==> src/rtl/ucode_arb.sv <==
// ----------------------------------------------------------------------------
// ucode_arb
//
// Purpose:
//   Arbitrates a single-port microcode memory between port A (CPU) and port B
//   (host loader). Requests are acknowledged combinationally; a round-robin
//   pointer breaks ties. Port B may hold the bus (i_b_lock) after one of its
//   grants, starving port A until the lock is released. Read data returns one
//   cycle after the acknowledge. A saturating counter records contended cycles.
//
// Ports:
//   i_clk, i_rst_n                         clock, synchronous active-low reset
//   i_a_req/i_a_wr/i_a_addr/i_a_wdata      port A command (held until ack)
//   o_a_ack, o_a_rvalid, o_a_rdata         port A accept / read return
//   i_b_req/i_b_wr/i_b_addr/i_b_wdata      port B command (held until ack)
//   i_b_lock                               port B bus-hold request
//   o_b_ack, o_b_rvalid, o_b_rdata         port B accept / read return
//   o_mem_wr, o_mem_addr, o_mem_wdata      memory command (zero when idle)
//   i_mem_rdata                            memory read data, one cycle latency
//   o_conflicts                            saturating contended-cycle count
// ----------------------------------------------------------------------------
module ucode_arb #(
  parameter int DATA_SZ = 16,
  parameter int ADDR_SZ = 10
) (
  input  logic               i_clk,
  input  logic               i_rst_n,

  input  logic               i_a_req,
  input  logic               i_a_wr,
  input  logic [ADDR_SZ-1:0] i_a_addr,
  input  logic [DATA_SZ-1:0] i_a_wdata,
  output logic               o_a_ack,
  output logic               o_a_rvalid,
  output logic [DATA_SZ-1:0] o_a_rdata,

  input  logic               i_b_req,
  input  logic               i_b_wr,
  input  logic [ADDR_SZ-1:0] i_b_addr,
  input  logic [DATA_SZ-1:0] i_b_wdata,
  input  logic               i_b_lock,
  output logic               o_b_ack,
  output logic               o_b_rvalid,
  output logic [DATA_SZ-1:0] o_b_rdata,

  output logic               o_mem_wr,
  output logic [ADDR_SZ-1:0] o_mem_addr,
  output logic [DATA_SZ-1:0] o_mem_wdata,
  input  logic [DATA_SZ-1:0] i_mem_rdata,

  output logic [7:0]         o_conflicts
);

  typedef enum logic {
    RR     = 1'b0,
    LOCK_B = 1'b1
  } state_t;

  localparam logic [7:0] CONF_MAX = 8'hFF;

  state_t       r_state;
  state_t       w_nextState;

  // 1 = port B was granted most recently, so A wins the next tie.
  logic         r_lastGrantB;

  logic         w_grantA;
  logic         w_grantB;
  logic         w_contended;

  logic         r_pendA;
  logic         r_pendB;
  logic [7:0]   r_conflicts;

  // State register.
  always_ff @(posedge i_clk) begin
    if (!i_rst_n) begin
      r_state <= RR;
    end else begin
      r_state <= w_nextState;
    end
  end

  // Next-state logic. Lock is entered only on a B grant made while in RR,
  // and left as soon as i_b_lock is seen low at an edge.
  always_comb begin
    w_nextState = r_state;
    case (r_state)
      RR: begin
        if (w_grantB && i_b_lock) begin
          w_nextState = LOCK_B;
        end
      end
      LOCK_B: begin
        if (!i_b_lock) begin
          w_nextState = RR;
        end
      end
      default: w_nextState = RR;
    endcase
  end

  // Output (grant) logic. Grants are suppressed while reset is asserted so
  // that no command reaches memory during reset.
  always_comb begin
    w_grantA = 1'b0;
    w_grantB = 1'b0;
    if (i_rst_n) begin
      case (r_state)
        RR: begin
          if (i_a_req && i_b_req) begin
            w_grantA = r_lastGrantB;
            w_grantB = !r_lastGrantB;
          end else begin
            w_grantA = i_a_req;
            w_grantB = i_b_req;
          end
        end
        LOCK_B: begin
          w_grantB = i_b_req;
        end
        default: begin
          w_grantA = 1'b0;
          w_grantB = 1'b0;
        end
      endcase
    end
  end

  assign o_a_ack = w_grantA;
  assign o_b_ack = w_grantB;

  // Last-grant pointer. Leaving LOCK_B always hands the next tie to A.
  always_ff @(posedge i_clk) begin
    if (!i_rst_n) begin
      r_lastGrantB <= 1'b1;
    end else if (r_state == LOCK_B && !i_b_lock) begin
      r_lastGrantB <= 1'b1;
    end else if (w_grantA) begin
      r_lastGrantB <= 1'b0;
    end else if (w_grantB) begin
      r_lastGrantB <= 1'b1;
    end
  end

  // Memory command mux: granted port's command, all zeros when idle.
  always_comb begin
    o_mem_wr    = 1'b0;
    o_mem_addr  = '0;
    o_mem_wdata = '0;
    if (w_grantA) begin
      o_mem_wr    = i_a_wr;
      o_mem_addr  = i_a_addr;
      o_mem_wdata = i_a_wdata;
    end else if (w_grantB) begin
      o_mem_wr    = i_b_wr;
      o_mem_addr  = i_b_addr;
      o_mem_wdata = i_b_wdata;
    end
  end

  // Pending read returns: one cycle after a read grant.
  always_ff @(posedge i_clk) begin
    if (!i_rst_n) begin
      r_pendA <= 1'b0;
      r_pendB <= 1'b0;
    end else begin
      r_pendA <= w_grantA && !i_a_wr;
      r_pendB <= w_grantB && !i_b_wr;
    end
  end

  // A read granted just before reset must not surface while reset is held,
  // so the valid flags are qualified by the live reset input.
  assign o_a_rvalid = r_pendA && i_rst_n;
  assign o_b_rvalid = r_pendB && i_rst_n;
  assign o_a_rdata  = o_a_rvalid ? i_mem_rdata : '0;
  assign o_b_rdata  = o_b_rvalid ? i_mem_rdata : '0;

  // Contention: both requesting outside lock, or A requesting while locked.
  assign w_contended = i_a_req && ((r_state == RR && i_b_req) || (r_state == LOCK_B));

  always_ff @(posedge i_clk) begin
    if (!i_rst_n) begin
      r_conflicts <= 8'd0;
    end else if (w_contended && r_conflicts != CONF_MAX) begin
      r_conflicts <= r_conflicts + 8'd1;
    end
  end

  assign o_conflicts = r_conflicts;

endmodule

==> config.mk <==
export PLATFORM = sky130hd
export DESIGN_NAME = ucode_arb
export DESIGN_NICKNAME = d
export VERILOG_FILES = /design/src/rtl/ucode_arb.sv
export SDC_FILE = /design/constraint.sdc
export NUM_CORES = 1
export LEC_CHECK = 0
export ABC_AREA = 1
export BUFFER_PORTS_ARGS = -buffer_cell sky130_fd_sc_hd__clkbuf_2
export CAP_MARGIN = 25
export CORE_MARGIN = 2
export CORE_UTILIZATION = 31
export DETAILED_ROUTE_END_ITERATION = 12
export PLACE_DENSITY = 0.8
export SLEW_MARGIN = 25
export SYNTH_ARGS = -nofsm -noshare
export SYNTH_HDL_FRONTEND = slang
export SYNTH_SLANG_ARGS = --single-unit
==> constraint.sdc <==
create_clock -name i_clk -period 1.9 [get_ports i_clk]
set_clock_uncertainty 0.1 [all_clocks]
set_input_delay 0.095 -clock i_clk [delete_from_list [all_inputs] [get_ports i_clk]]
set_output_delay 0.095 -clock i_clk [all_outputs]
set_load 0.01 [all_outputs]
==> results.yml, run 1 <==
outcome:
  outcome: "completed"
job:
  max_cap_viols: 0
power_and_ir_drop:
  power_frac_seq_pct: 35.2
  switching_share_pct: 31.7
  power.net_switching_uw: 238
  internal_power_consumption_uw: 513
  power.total_uw: 751
  cellLeakagePower_nw: 1.20
  p_clk_share_pct: 27.5
  ir_drop_uv: 257
  power_density_nw_per_um2: 398
  power.share.combinational_pct: 37.3
clock_network:
  cts-htree-levels: 1
  clkLatencyLatePin_ps: 280
  cts-buffers-inserted: 3
  root_buffer: "clkbuf_4"
  cts.sink_count: 12
  clk_pin_slew_ps: 70
  cts.path.max_buffers: 2
  tritoncts: "built"
grt:
  use_met3_pct: 2.50
  top_usage_layer: "met2"
  global_route_total_usage_across_every_layer_pct: 18.1
  grt_pass1_wl_mm: 6.04
  use_met1_pct: 21.0
  grt_antenna_before_repair: 0
  grt.met2_usage_pct: 33.0
  grt_overflow: 0
  grt_start_max_net_pins: 30
  grt_pass1_vias: 1464
worst_setup_path:
  path_cells: "nor2_2, nand2_1, nand2_2, inv_2, nand2_1, a21oi_1, clkbuf_2"
  timing.critical_path.fanout_max: 29
  worst_ep_required_time_ps: 1700
  crit_path_max_incr_delay_ps: 390
  cpLargestDelayFamily: "buffers and inverters"
  worstSetupStartpointType: "register"
  critPathMostFrequentCell: "nand2_1"
  crit_buf_inv: 2
  timing.critical_path.arrival_ps: 1590
  nature_of_the_critical_path_endpoint: "output pin"
  worst_path_max_delay_cell: "dfxtp_1"
  criticalPathCategory: "reg -> out"
timing:
  worst_hold_slack_ps: 77.8
  count_of_final_hold_check_violations: 0
  max-slew-margin-rel_pct: 63.9
  finalWorstPathRequiredPeriod_ps: 1780
  worst_slew_pin_slew_ps: 541
  setup_failing_eps_final: 0
  timing_max_transition_violations_final: 0
  final_critical_path_setup_slack_ps: 119
  maxClockFrequency_ghz: 0.561
  timing.final.crit_share_pct: 93.8
  final.setup.tns_ps: 0
  unrepaired_setup_endpoints_after_global_routing: "true"
cells_and_area:
  finalNonFillerCells: 369
  ff_latch_area_um2: 240
  multiInputGateArea_um2: 668
  net_count_of_the_finished_layout: 400
  most_used_cells_in_the_layout_excluding_fill_and_tap_cells: "145 x clkbuf_2, 46 x nor2_1, 29 x inv_1"
  antenna_cells_inserted: 0
  layout_commonest_cell: "clkbuf_2"
  layout-drive-gt1-share_pct: 49.2
  fin_area_um2: 1880
  flow.area_growth_from_synthesis_pct: 71.5
  fillers: 360
  finish.utilization_pct: 56.0
synthesis:
  synthesized_area_per_cell_um2: 6.14
  synth.cell_area_um2: 1100
  yosysUniqueCellTypes: 20
  ys_warn_count: 0
  ys_seq_area_share_pct: 21.9
  postSynthNetCount: 255
  syn-instance-count: 179
  yosys_register_bits: 12
floorplanning:
  io_pins: 146
  core_area_um2: 3360
  starting_utilization_of_the_core_area_pct: 32.7
  die_h_um: 63.5
  floorplan.rows: 21
  die_area_um2: 4040
  dieWidth_um: 63.5
placed_design:
  place.detailed.hpwl_mm: 3.32
  port_buffers: 145
  postPlaceCellArea_um2: 1820
  dpl_worst_slack_ps: 400
  gp_congestion: 0.845
  placed_instances: 362
drt:
  post_drt_wl_per_cell_um: 10.8
  routed_via_density: 4.56
  ant_nets: 0
  num_vias: 1683
  drt-total-wl_mm: 3.97
  number_of_optimization_iterations_in_the_first_detailed_route_pass: 4
  remaining_drc_errors: 0
  initialDrtViolationCount: 50
min_path:
  worstHoldPathType: "in -> reg"
## cell families after synthesis
group,count (synthesis),synth area share (%)
simple gates,85,31.3
buf+inv,41,17.3
compound gates,37,26.0
flops,12,21.9
xor+xnor,3,2.39
fa+ha+maj,1,1.14
## cell type report
cell class	count	area share (%)
Inverter	33	6.71
Tap cell	46	3.05
Sequential cell	12	12.7
Timing Repair Buffer	148	40.1
Multi-Input combinational cell	126	35.5
Clock buffer	4	1.93
## cells in the mapped netlist
library cell / number / area share, %
ha_1: 1 / 1.1
nand2_1: 26 / 8.9
a21oi_1: 6 / 2.7
inv_1: 29 / 9.9
xnor2_1: 1 / 0.80
a22o_1: 26 / 21
xor2_1: 2 / 1.6
o211ai_1: 1 / 0.68
buf_4: 3 / 2.0
buf_2: 2 / 0.91
buf_6: 3 / 3.1
nor2_1: 46 / 16
nor2_2: 3 / 1.7
nand3_1: 5 / 2.3
o21ai_0: 4 / 1.8
inv_2: 4 / 1.4
nand2_2: 3 / 1.7
dfxtp_1: 12 / 22
nor3_1: 1 / 0.46
nand4_1: 1 / 0.57
## flip-flops by register name (all words and copies together), names as in the netlist
signal / count
r_pendB: 1
r_lastGrantB: 1
r_pendA: 1
o_conflicts: 8
r_state: 1
## worst register-to-register path, cell delays in order, from the launching register on
cell,delay (ps)
dfxtp_1,400
ha_1,210
inv_1,70
nor2_2,130
nand2_1,100
nand2_2,130
inv_2,80
nand2_1,70
a21oi_1,70
## power by group through the flow
stage / registers, mW / clock network, mW / logic (mW)
detailed placement: 0.270 / 0 / 0.274
CTS: 0.264 / 0.213 / 0.280
global placement: 0.270 / 0 / 0.271
finish: 0.264 / 0.206 / 0.280
floorplan: 0.271 / 0 / 0.142
global route: 0.265 / 0.226 / 0.308
## per-layer routing
metal,vias up,wire [um]
met5,-,0
met4,0,40
met3,4,363
met2,101,1990
met1,718,1580
li1,860,-
## path summary, 6_finish.rpt
| kind | startpoint | to | slack, ps | cells after the start |
|---|---|---|---|---|
| setup / recovery | r_state | o_mem_wr | 120 | 7 |
| setup reg to reg | o_conflicts[1] | o_conflicts[7] | 440 | 8 |
| hold reg to reg | r_lastGrantB | r_lastGrantB | 420 | 2 |
| hold / removal | i_rst_n | o_conflicts[6] | 80 | 3 |
## what timing repair did
item,CTS,global route
setup endpoints to repair,0,20
hold buffers,3,0
resized for setup,0,2
hold endpoints to repair,3,0
setup buffers,0,0
Note: power is estimated with default switching activity, not from simulation.
==> run 2, diff against run 1 <==
--- a/config.mk
+++ b/config.mk
@@ -12,6 +12,7 @@
 export CORE_UTILIZATION = 31
 export DETAILED_ROUTE_END_ITERATION = 12
 export PLACE_DENSITY = 0.8
+export SETUP_SLACK_MARGIN = 0.4
 export SLEW_MARGIN = 25
 export SYNTH_ARGS = -nofsm -noshare
 export SYNTH_HDL_FRONTEND = slang
==> results.yml, run 2 (synthesized netlist as in run 1, its figures left out) <==
worst_setup_path:
  reg2reg_from: "o_conflicts[1]"
  nature_of_the_critical_path_endpoint: "output pin"
  rr_worst_depth: 8
  crit_buf_inv: 2
  worst_path_max_delay_cell: "dfxtp_2"
  cpLargestDelayFamily: "flip-flops"
  worstSetupStartpointType: "register"
  reg_to_reg_setup_timing_slack_ps: 520
  worst_ep_required_time_ps: 1700
  timing.critical_path.arrival_ps: 1410
  crit-reg2reg-capture: "o_conflicts[7]"
  crit_path_max_incr_delay_ps: 350
  timing.critical_path.fanout_max: 7
  cp.depth: 5
  criticalPathCategory: "reg -> out"
  path_cells: "nor2_4, nand3_4, inv_4, a22o_1, clkbuf_2"
clock_network:
  clkLatencyLatePin_ps: 280
  tritoncts: "built"
  clk_pin_slew_ps: 70
  root_buffer: "clkbuf_4"
  cts.sink_count: 12
  cts-buffers-inserted: 3
  cts-htree-levels: 1
  cts.path.max_buffers: 2
power_and_ir_drop:
  ir_drop_uv: 261
  power_density_nw_per_um2: 393
  cellLeakagePower_nw: 1.25
cells_and_area:
  layout_commonest_cell: "clkbuf_2"
  fillers: 338
  finalNonFillerCells: 376
  antenna_cells_inserted: 0
  multiInputGateArea_um2: 698
  number_of_flip_flops_in_the_largest_register: 8
  most_used_cells_in_the_layout_excluding_fill_and_tap_cells: "145 x clkbuf_2, 46 x nor2_1, 28 x inv_1"
  net_count_of_the_finished_layout: 407
  flow.area_growth_from_synthesis_pct: 81.5
  layout-drive-gt1-share_pct: 53.0
  ff_latch_area_um2: 248
floorplanning:
  core_area_um2: 3360
  io_pins: 146
  die_h_um: 63.5
  die_area_um2: 4040
  floorplan.rows: 21
  dieWidth_um: 63.5
  starting_utilization_of_the_core_area_pct: 32.7
grt:
  grt_overflow: 0
  grt_pass1_vias: 1561
  grt_start_max_net_pins: 18
  grt_antenna_before_repair: 0
  global_route_total_usage_across_every_layer_pct: 19.7
  grt_pass1_wl_mm: 6.56
placed_design:
  place.detailed.hpwl_mm: 3.32
  placed_instances: 362
  gp_congestion: 0.845
  port_buffers: 145
drt:
  ant_nets: 0
  number_of_optimization_iterations_in_the_first_detailed_route_pass: 4
  num_vias: 1772
  routed_via_density: 4.71
  post_drt_wl_per_cell_um: 11.8
  remaining_drc_errors: 0
  drt-total-wl_mm: 4.45
  initialDrtViolationCount: 47
min_path:
  hold-path-endpoint: "o_conflicts[6]"
  min-delay-start: "i_rst_n"
  worstHoldPathType: "in -> reg"
  worst_hold_path.num_cells: 3
timing:
  worst_hold_slack_ps: 99.6
  count_of_final_hold_check_violations: 0
  timing_max_transition_violations_final: 0
  worst_slew_pin_slew_ps: 540
  unrepaired_setup_endpoints_after_global_routing: "true"
  finalWorstPathRequiredPeriod_ps: 1600
  final.setup.tns_ps: 0
  max-slew-margin-rel_pct: 63.9
  setup_failing_eps_final: 0
  timing.final.crit_share_pct: 84.5
  maxClockFrequency_ghz: 0.623
outcome:
  outcome: "completed"
job:
  max_cap_viols: 0
run 2: worst max-delay path by stage:
stage | startpoint | endpoint | slack (ps)
floorplan | o_conflicts[1] | o_conflicts[1] | 520
global placement | r_state | o_mem_wdata[11] | 460
detailed placement | r_state | o_mem_wdata[7] | 400
CTS | r_state | o_mem_wdata[7] | 350
global route | r_state | o_mem_wdata[0] | 220
finish | r_state | o_mem_wdata[0] | 300
run 2: area by class of cell:
cell class | instances | area share [%]
inverters | 33 | 6.96
clock buffers | 4 | 1.82
multi-input cells | 126 | 35.0
repair inverters | 4 | 1.88
flip-flops and latches | 12 | 12.4
repair buffers | 151 | 39.0
well taps | 46 | 2.89
run 2: layer usage:
metal	GRT usage (%)	vias to the layer above	routed length [um]	part of all wire (%)
met1	22.2	764	1680	38
met5	0	-	0	0
li1	-	878	-	-
met3	3.21	11	447	10
met4	8.97	0	100	2.2
met2	35.8	119	2220	50
run 2: worst min-delay path, stage by stage:
cell and delay [ps]:
clkbuf_2 190, nand2_1 110, nor2_1 30
run 2: metrics by stage:
stage	cell area (um^2)	util, %	setup slack, ps	power, mW
after floorplan	1100	-	516	0.413
after global placement	1820	54.0	459	0.541
after detailed placement	1820	54.0	400	0.544
after CTS	1950	58.0	346	0.777
after global routing	1990	59.3	220	0.833
final	1990	59.3	295	0.784
run 2: repair_timing:
item | in CTS | in global routing
hold endpoints to repair | 3 | 0
endpoints found under the setup margin | 29 | 70
hold buffers | 3 | 0
pin swaps | 3 | 2
gates cloned | 2 | 2
gates resized for setup | 16 | 10
buffers inserted | 1 | 2
run 2: where the power goes:
group / internal (mW) / total [mW] / switching (mW)
combinational: 0.150 / 0.311 / 0.162
sequential: 0.259 / 0.266 / 0.00656
clock: 0.117 / 0.207 / 0.0908
total: 0.525 / 0.784 / 0.259
